### config.mk
export PLATFORM = sky130hd
export DESIGN_NAME = reg_shifter
export DESIGN_NICKNAME = d
export VERILOG_FILES = /design/src/rtl/reg_shifter_pkg.sv /design/src/rtl/reg_shifter_shift_step.sv /design/src/rtl/reg_shifter.sv
export SDC_FILE = /design/constraint.sdc
export NUM_CORES = 1
export LEC_CHECK = 0
export ABC_AREA = 1
export CORE_ASPECT_RATIO = 2
export CORE_MARGIN = 1
export CORE_UTILIZATION = 46
export CTS_CLUSTER_DIAMETER = 100
export DETAILED_ROUTE_END_ITERATION = 8
export PLACE_DENSITY = 0.82
export REMOVE_ABC_BUFFERS = 1
export SYNTH_ARGS = -nofsm -noshare
export SYNTH_HDL_FRONTEND = slang
export SYNTH_SLANG_ARGS = --single-unit
### constraint.sdc
create_clock -name clk -period 1.7 [get_ports clk]
set_clock_uncertainty 0.05 [all_clocks]
set_input_delay 0.17 -clock clk [delete_from_list [all_inputs] [get_ports clk]]
set_output_delay 0.17 -clock clk [all_outputs]
set_load 0.05 [all_outputs]
### src/rtl/reg_shifter_pkg.sv
// Shared definitions for the register shifter: command codes and FSM state encoding.
package reg_shifter_pkg;

   typedef enum logic [2:0] {
      OP_NOP  = 3'b000,
      OP_LOAD = 3'b001,
      OP_SRL  = 3'b010,
      OP_SLL  = 3'b011,
      OP_SRA  = 3'b100,
      OP_ROR  = 3'b101,
      OP_ROL  = 3'b110,
      OP_CLR  = 3'b111
   } op_e;

   typedef enum logic [1:0] {
      ST_IDLE  = 2'b00,
      ST_SHIFT = 2'b01,
      ST_DONE  = 2'b10
   } state_e;

   // True for the five ops that move bits one position per SHIFT cycle.
   function automatic logic is_shift_op(input op_e op);
      return (op == OP_SRL) || (op == OP_SLL) || (op == OP_SRA) ||
             (op == OP_ROR) || (op == OP_ROL);
   endfunction

endpackage

### src/rtl/reg_shifter_shift_step.sv
// One single-position shift/rotate step: next data word and the bit that leaves it.
module shift_step
   import reg_shifter_pkg::*;
#(
   parameter int WIDTH = 8
) (
   input  op_e              op,
   input  logic [WIDTH-1:0] data_i,
   output logic [WIDTH-1:0] data_o,
   output logic             bit_o
);

   // Select the shifted word and the exiting bit for the captured op.
   always_comb begin
      // NOTE: every output gets a default first so no path leaves it unassigned (no latch).
      data_o = data_i;
      bit_o  = 1'b0;
      case (op)
         OP_SRL: begin
            data_o = {1'b0, data_i[WIDTH-1:1]};
            bit_o  = data_i[0];
         end
         OP_SLL: begin
            data_o = {data_i[WIDTH-2:0], 1'b0};
            bit_o  = data_i[WIDTH-1];
         end
         OP_SRA: begin
            data_o = {data_i[WIDTH-1], data_i[WIDTH-1:1]};
            bit_o  = data_i[0];
         end
         OP_ROR: begin
            data_o = {data_i[0], data_i[WIDTH-1:1]};
            bit_o  = data_i[0];
         end
         OP_ROL: begin
            data_o = {data_i[WIDTH-2:0], data_i[WIDTH-1]};
            bit_o  = data_i[WIDTH-1];
         end
         default: begin
            data_o = data_i;
            bit_o  = 1'b0;
         end
      endcase
   end

endmodule

### src/rtl/reg_shifter.sv
// Command-driven data register with multi-cycle shift/rotate, one position per clock.
module reg_shifter
   import reg_shifter_pkg::*;
#(
   parameter int WIDTH = 8,
   parameter int AW    = $clog2(WIDTH)
) (
   input  logic             clk,
   input  logic             rst,
   input  logic             start,
   input  logic [2:0]       op,
   input  logic [AW-1:0]    amount,
   input  logic [WIDTH-1:0] in,
   output logic [WIDTH-1:0] saida,
   output logic             carry,
   output logic             busy,
   output logic             done,
   output logic             zero
);

   state_e           state_q, state_d;
   op_e              op_q, op_d;
   logic [AW-1:0]    cnt_q, cnt_d;
   logic [WIDTH-1:0] data_q, data_d;
   logic             carry_q, carry_d;
   logic             busy_q, busy_d;
   logic             done_q, done_d;

   logic [WIDTH-1:0] step_data;
   logic             step_bit;
   op_e              op_in;

   assign op_in = op_e'(op);

   // The step always works from the op captured at accept, so later op changes are harmless.
   shift_step #(.WIDTH(WIDTH)) u_step (
      .op     (op_q),
      .data_i (data_q),
      .data_o (step_data),
      .bit_o  (step_bit)
   );

   // Next-state, datapath and registered-output computation.
   always_comb begin
      state_d = state_q;
      op_d    = op_q;
      cnt_d   = cnt_q;
      data_d  = data_q;
      carry_d = carry_q;
      case (state_q)
         ST_IDLE: begin
            if (start) begin
               op_d    = op_in;
               state_d = ST_DONE;
               case (op_in)
                  OP_LOAD: begin
                     data_d  = in;
                     carry_d = 1'b0;
                  end
                  OP_CLR: begin
                     data_d  = '0;
                     carry_d = 1'b0;
                  end
                  default: begin
                     // Zero-length shifts finish immediately with data and carry untouched.
                     if (is_shift_op(op_in) && (amount != '0)) begin
                        cnt_d   = amount;
                        state_d = ST_SHIFT;
                     end
                  end
               endcase
            end
         end
         ST_SHIFT: begin
            data_d  = step_data;
            carry_d = step_bit;
            cnt_d   = cnt_q - AW'(1);
            if (cnt_q == AW'(1)) begin
               state_d = ST_DONE;
            end
         end
         ST_DONE: begin
            state_d = ST_IDLE;
         end
         default: begin
            state_d = ST_IDLE;
         end
      endcase
      // Status flags are derived from the next state so they register alongside it.
      busy_d = (state_d == ST_SHIFT);
      done_d = (state_d == ST_DONE);
   end

   // State and output registers; reset acts immediately, even mid-shift.
   always_ff @(posedge clk or negedge rst) begin
      if (!rst) begin
         state_q <= ST_IDLE;
         op_q    <= OP_NOP;
         cnt_q   <= '0;
         data_q  <= '0;
         carry_q <= 1'b0;
         busy_q  <= 1'b0;
         done_q  <= 1'b0;
      end else begin
         // NOTE: non-blocking assignments so every flop samples pre-edge values.
         state_q <= state_d;
         op_q    <= op_d;
         cnt_q   <= cnt_d;
         data_q  <= data_d;
         carry_q <= carry_d;
         busy_q  <= busy_d;
         done_q  <= done_d;
      end
   end

   assign saida = data_q;
   assign carry = carry_q;
   assign busy  = busy_q;
   assign done  = done_q;
   assign zero  = (data_q == '0);

endmodule

==> results.md, run 1 <==
- Status: complete, no violations
- Detailed Place HPWL: 2400 um
- First-pass GRT wire length: 4970 um
- Share of cells above drive strength 1: 0.163
- Avg Synthesized Cell Area: 6.94 um2
- Synth area leader: dfrtp_1
- Vias in the first global route: 1,220
- Tot Pwr: 0.00325 W
- Htree depth: 1
- Top cells by area, synth: dfrtp_1 (39%), nand3_1 (15%), nand2_1 (13%)
- Filler cells: 240
- Syn Std Cell Area: 1210 um2
- Ys Warns: 0
- Die Span Y: 74.5 um
- Worst path cell trace: inv_1 > nand2_1 > nor4_2 > buf_12
- Hold/Removal Path Class: in2async
- Worst Path Required: 1.48 ns
- Most frequent cells in the layout: nand2_1 (42), nand3_1 (36), dfrtp_1 (19), nor2_1 (18), clkdlybuf4s50_1 (16)
- Placed Cells: 232
- Final period utilization: 0.935
- Horiz. Die Dim: 38.2 um
- Non-filler cells, final: 236
- MaxCap Viol Count: 0
- Commonest non-fill, non-tap cell in the layout: nand2_1
- Crit Path Max Fanout: 4
- Final hold vios: 0
- Largest net degree at the start of global routing: 20
- Drt initial violations: 36
- Root Buffer: clkbuf_8
- Sequential Power Share: 0.277
- Total gr overflow: 0
- Combinational group share of total power: 0.624
- Final GP Congestion: 0.802
- Clk_lat worst skew: 0.26 ns
- CTS Buf Count: 3
- Slew at the pin closest to its max-slew limit: 0.467 ns
- Post-route ant nets: 0
- Seq cells post-synth: 19
- Final setup viols: 0
- Share of the synthesized area in the top cell type: 0.394
- Net Sw Frac: 0.546
- Residual DRC count: 0
- Critical Path Max Stage Delay: 0.42 ns
- CTS tree: yes
- Die area: 2850 um2
- Fin nets: 228
- Initial Util: 0.482
- Gate Count Post-Synth: 174
- PD cells: 2060 nW/um2
- Sw Pwr: 0.00177 W
- Unrepaired setup endpoints after global routing: false
- DR WL/cell: 13.2 um
- Worst Setup End Kind: output pin
- Area Growth Syn to Fin: 30.6%
- Clock transition at path regs: 0.07 ns
- Clock Power Share: 0.099
- Internal Power: 0.00148 W
- Row count: 26
- Vias/cell: 5.47
- Boundary Pins: 29
- CTS Hold Buffers Added: 0
- Worst EP arrival: 1.37 ns
- TritonRoute pass-1 iters: 4
- Unique masters post-synth: 21
- Wirelength, routed: 3110 um
- Via count: 1,292
- Peak VDD IR: 1.16 mV
- IO buf count: 28
- Crit path max-delay cell type: dfrtp_1
- Sinks on Clock Net: 19
- Post-layout min period: 1.59 ns
- Rel. slew slack: 0.687
- Core Footprint: 2500 um2
- Sequential cell area fraction in the yosys report: 0.394
- Lkg Pwr: 0.790 nW
- Diodes inserted: 0
- Total track usage: 0.243
- Clock Tree Buf Depth: 2
- Crit path launch type: flop
- Type of the worst setup path: reg2out
- Pins over their slew limit: 0
- Antenna violations before repair: 0
- Achievable Freq: 0.629 GHz
[cell families (layout without fill, tap and decap cells)]
logic type / Yosys count / after routing / share of synthesized area
AO/OA/AOI/OAI: 23 / 23 / 0.0995
buffers and inverters: 22 / 56 / 0.0725
AND/OR/NAND/NOR: 108 / 108 / 0.413
flip-flops: 19 / 19 / 0.394
adder cells (fa/ha/maj): 2 / 2 / 0.0207
[flip-flops by register name (all words and copies together), names as in the netlist]
name     cells
op_q         3
state_q      2
cnt_q        3
saida        8
done         1
busy         1
carry        1
[through the flow]
step / TNS [ns] / instance area, um2 / hold WS, ns / setup WS (ns) / util
after floorplan: -0.781 / 1200 / -0.176 / -0.781 / -
after global placement: 0 / 1530 / 0.426 / 0.163 / 0.609
after CTS: 0 / 1570 / 0.209 / 0.0216 / 0.627
after global routing: 0 / 1580 / 0.234 / 0.00283 / 0.629
final: 0 / 1580 / 0.204 / 0.110 / 0.629
after detailed placement: 0 / 1530 / 0.429 / 0.0760 / 0.609
[area by class of cell]
cell class | count | area [um2] | share of cell area
clock buffers | 4 | 45.0 | 0.0286
multi-input cells | 133 | 651 | 0.413
inverters | 20 | 77.6 | 0.0492
well taps | 28 | 35.0 | 0.0222
repair buffers | 32 | 293 | 0.186
flip-flops and latches | 19 | 475 | 0.302
[synth_stat cells]
cell type and number:
nor4_1 1, ha_1 2, o21ai_0 14, inv_1 14, nor2_2 2, nand2_2 2
nand4_1 1, inv_2 5, buf_2 2, nand2_1 42, dfrtp_1 19, o21ai_1 5
nand3_1 36, o31ai_1 2, nand3b_1 1, nand3_2 1, nand2_4 3, a21oi_1 2
inv_4 1, nor3_1 1, nor2_1 18
[final timing paths]
path,startpoint,to,slack [ns],cells after the start
setup / recovery,saida[4],zero,0.11,4
hold / removal,rst,saida[7],0.20,2
setup reg to reg,op_q[0],saida[5],0.19,7
hold reg to reg,carry,carry,0.44,2
max in group asynchronous,rst,cnt_q[2],1.19,2
min in group clk,carry,carry,0.44,2
[layer usage]
layer / share of wire / up-vias / track usage
li1: - / 644 / -
met1: 0.37 / 600 / 0.258
met2: 0.57 / 40 / 0.452
met3: 0.030 / 8 / 0.0179
met4: 0.029 / 0 / 0.119
met5: 0 / - / 0
[what timing repair did]
item	4_1_cts	5_1_grt
endpoints found under the setup margin	0	1
gates resized for setup	0	1
setup buffers	0	0
[power groups by stage]
stage	registers (W)	logic [W]	clock network (W)
global placement	0.000886	0.00195	0
floorplan	0.00125	0.00108	0
CTS	0.000893	0.00203	0.000326
finish	0.000900	0.00203	0.000322
global route	0.000929	0.00225	0.000346
detailed placement	0.000900	0.00203	0
[critical path: cells and delay by family, from the launching register on]
family        cells  cell delay (ns)
buf+inv           2             0.28
flops             1             0.42
simple gates      2             0.42
(Power assumes the default switching activity.)
==> inputs of run 2 (changes only) <==
--- a/config.mk
+++ b/config.mk
@@ -11,8 +11,10 @@
 export CORE_UTILIZATION = 46
 export CTS_CLUSTER_DIAMETER = 100
 export DETAILED_ROUTE_END_ITERATION = 8
-export PLACE_DENSITY = 0.82
+export PLACE_DENSITY = 0.8
 export REMOVE_ABC_BUFFERS = 1
+export SKIP_CTS_REPAIR_TIMING = 1
 export SYNTH_ARGS = -nofsm -noshare
 export SYNTH_HDL_FRONTEND = slang
+export SYNTH_HIERARCHICAL = 1
 export SYNTH_SLANG_ARGS = --single-unit
==> run 2 against run 1 <==
Design area increased by 11%; worst hold slack worse by 0.015 ns; critical path depth stayed put; clock-buffer cell count is 1 lower; core utilization down 3.4 points; total power up 6.7%; global-route usage is 0.33 points higher; sequential power increased by 8.6%; sequential share of layout area down 3.0 points; critical path type unchanged; synthesized cell count rose by 11%; fmax fell by 2.5%.
==> results.md, run 2 <==
- Non-filler cells, final: 256
- Pre-CTS setup slack: 0.129 ns
- R2R Path Start: op_q[2]
- Post-layout min period: 1.63 ns
- Gate Count Post-Synth: 194
- Detailed Place HPWL: 2680 um
- Worst path cell trace: inv_1 > nand4_1 > nor2_1 > buf_12
- Htree depth: 1
- Total gr overflow: 0
- Synth area leader: dfrtp_1
- Initial Util: 0.484
- Largest net degree at the start of global routing: 20
- Largest register FFs: 8
- Post-route ant nets: 0
- Met3 WL: 88 um
- Commonest non-fill, non-tap cell in the layout: nand2_1
- Unrepaired setup endpoints after global routing: false
- Boundary Pins: 29
- Seq cells post-synth: 19
- Die area: 3340 um2
- EDFF count, synth: 0
- Via count: 1,388
- Commonest cells in the netlist: nand2_1 (64), nand3_1 (23), dfrtp_1 (19), inv_1 (16), nand4_1 (16)
- Total track usage: 0.246
- Levels on crit path: 4
- Drt initial violations: 53
- TritonRoute pass-1 iters: 4
- Diodes inserted: 0
- Residual DRC count: 0
- Top routing layer in use: met4
- Achievable Freq: 0.613 GHz
- Placed Cells: 252
- PD cells: 1980 nW/um2
- Root Buffer: clkbuf_8
- Area Growth Syn to Fin: 23.0%
- Slew at the pin closest to its max-slew limit: 0.395 ns
- Row count: 28
- Vias in the first global route: 1,308
- Avg Synthesized Cell Area: 7.35 um2
- Crit Path Max Fanout: 8
- Worst Path Required: 1.48 ns
- FFs w/ async S/R, synth: 1.00
- Crit. Startpoint: saida[7]
- Final hold vios: 0
- Worst Path Buf+Inv: 2
- Status: complete, no violations
- Most common cell in the netlist: nand2_1
- Final setup viols: 0
- Fin worst setup slack: 0.0697 ns
- Core Footprint: 2940 um2
- Worst EP arrival: 1.41 ns
- DRT met1 WL: 1280 um
- End of the critical path: zero
- R2r endpoint: saida[5]
- Vias/cell: 5.42
- Sequential cell area fraction in the yosys report: 0.334
- Top delay family on crit path: flip-flops
- DR WL/cell: 13.4 um
- Final period utilization: 0.959
- Horiz. Die Dim: 41.4 um
- Sinks on Clock Net: 19
- Placed inst area: 1700 um2
- R2r setup slk: 0.18 ns
- Fin nets: 246
- Pins over their slew limit: 0
- Hold WS: 0.190 ns
- Ys Warns: 6
- CTS Buf Count: 3
- Clock transition at path regs: 0.08 ns
- Final GP Congestion: 0.794
- WL met2: 1950 um
- Type of the worst setup path: reg2out
- Rel. slew slack: 0.737
- Crit path max-delay cell type: dfrtp_1
- MaxCap Viol Count: 0
- Lkg Pwr: 0.864 nW
- CTS tree: yes
- Critical Path Max Stage Delay: 0.47 ns
- Unique masters post-synth: 26
- Peak VDD IR: 1.11 mV
- Share of cells above drive strength 1: 0.190
- Post-route cell area: 1750 um2
- Wirelength, routed: 3430 um
- Clk_lat worst skew: 0.26 ns
- Worst Setup End Kind: output pin
- Share of the synthesized area in the top cell type: 0.334
- Top cells by area, synth: dfrtp_1 (33%), nand2_1 (17%), nand3_1 (8.1%)
- R2r worst-path depth: 9
- Syn Std Cell Area: 1430 um2
- Clock Tree Buf Depth: 2
- First-pass GRT wire length: 5650 um
- Top_reg_cell synth: dfrtp_1
- IO buf count: 28
- Crit path launch type: flop
- Hold/Removal Path Class: in2async
- Antenna violations before repair: 0
- Most frequent cells in the layout: nand2_1 (64), nand3_1 (23), dfrtp_1 (18), buf_4 (17)
- Die Span Y: 80.7 um
[run 2: power by group]
group          switching [W]  internal (W)
clock               0.000166      0.000165
combinational        0.00141      0.000752
sequential          0.000318      0.000659
total                0.00189       0.00158
[run 2: metrics by stage]
| step | power (W) | setup TNS, ns | utilization |
|---|---|---|---|
| after floorplan | 0.00249 | -0.0479 | - |
| after global placement | 0.00311 | 0 | 0.579 |
| after detailed placement | 0.00313 | 0 | 0.579 |
| after CTS | 0.00347 | 0 | 0.595 |
| after global routing | 0.00376 | 0 | 0.596 |
| final | 0.00347 | 0 | 0.596 |
[run 2: layout make-up]
| cell class | count | area, um2 |
|---|---|---|
| inverter | 21 | 96.3 |
| clock inverter | 1 | 7.51 |
| timing repair buffer | 34 | 308 |
| multi-input combinational | 148 | 786 |
| clock buffer | 3 | 41.3 |
| tap | 30 | 37.5 |
| sequential | 19 | 477 |
| fill | 289 | 1190 |
[run 2: how the worst min path moves through the flow]
stage                     startpoint     to  slack, ns  cells after the start
after floorplan                  rst   busy      -0.18                      0
after global placement         carry  carry       0.45                      2
after detailed placement       carry  carry       0.45                      2
after CTS                        rst   busy       0.20                      2
after global routing             rst   busy       0.21                      2
final                            rst   busy       0.19                      2
[run 2: kinds of logic (layout without fill, tap and decap cells)]
family,Yosys count,count (layout),share of synthesized area
buffers and inverters,27,59,0.115
adder cells (fa/ha/maj),2,2,0.0176
AO/OA/AOI/OAI,18,18,0.0799
flip-flops,19,19,0.334
XOR/XNOR,1,1,0.00615
AND/OR/NAND/NOR,126,126,0.440
multiplexers,1,1,0.00790
[run 2: layer usage]
layer  GRT usage  vias up
met2       0.436       25
met3      0.0193        8
met4       0.116        0
li1            -      706
met5           0        -
met1       0.270      649
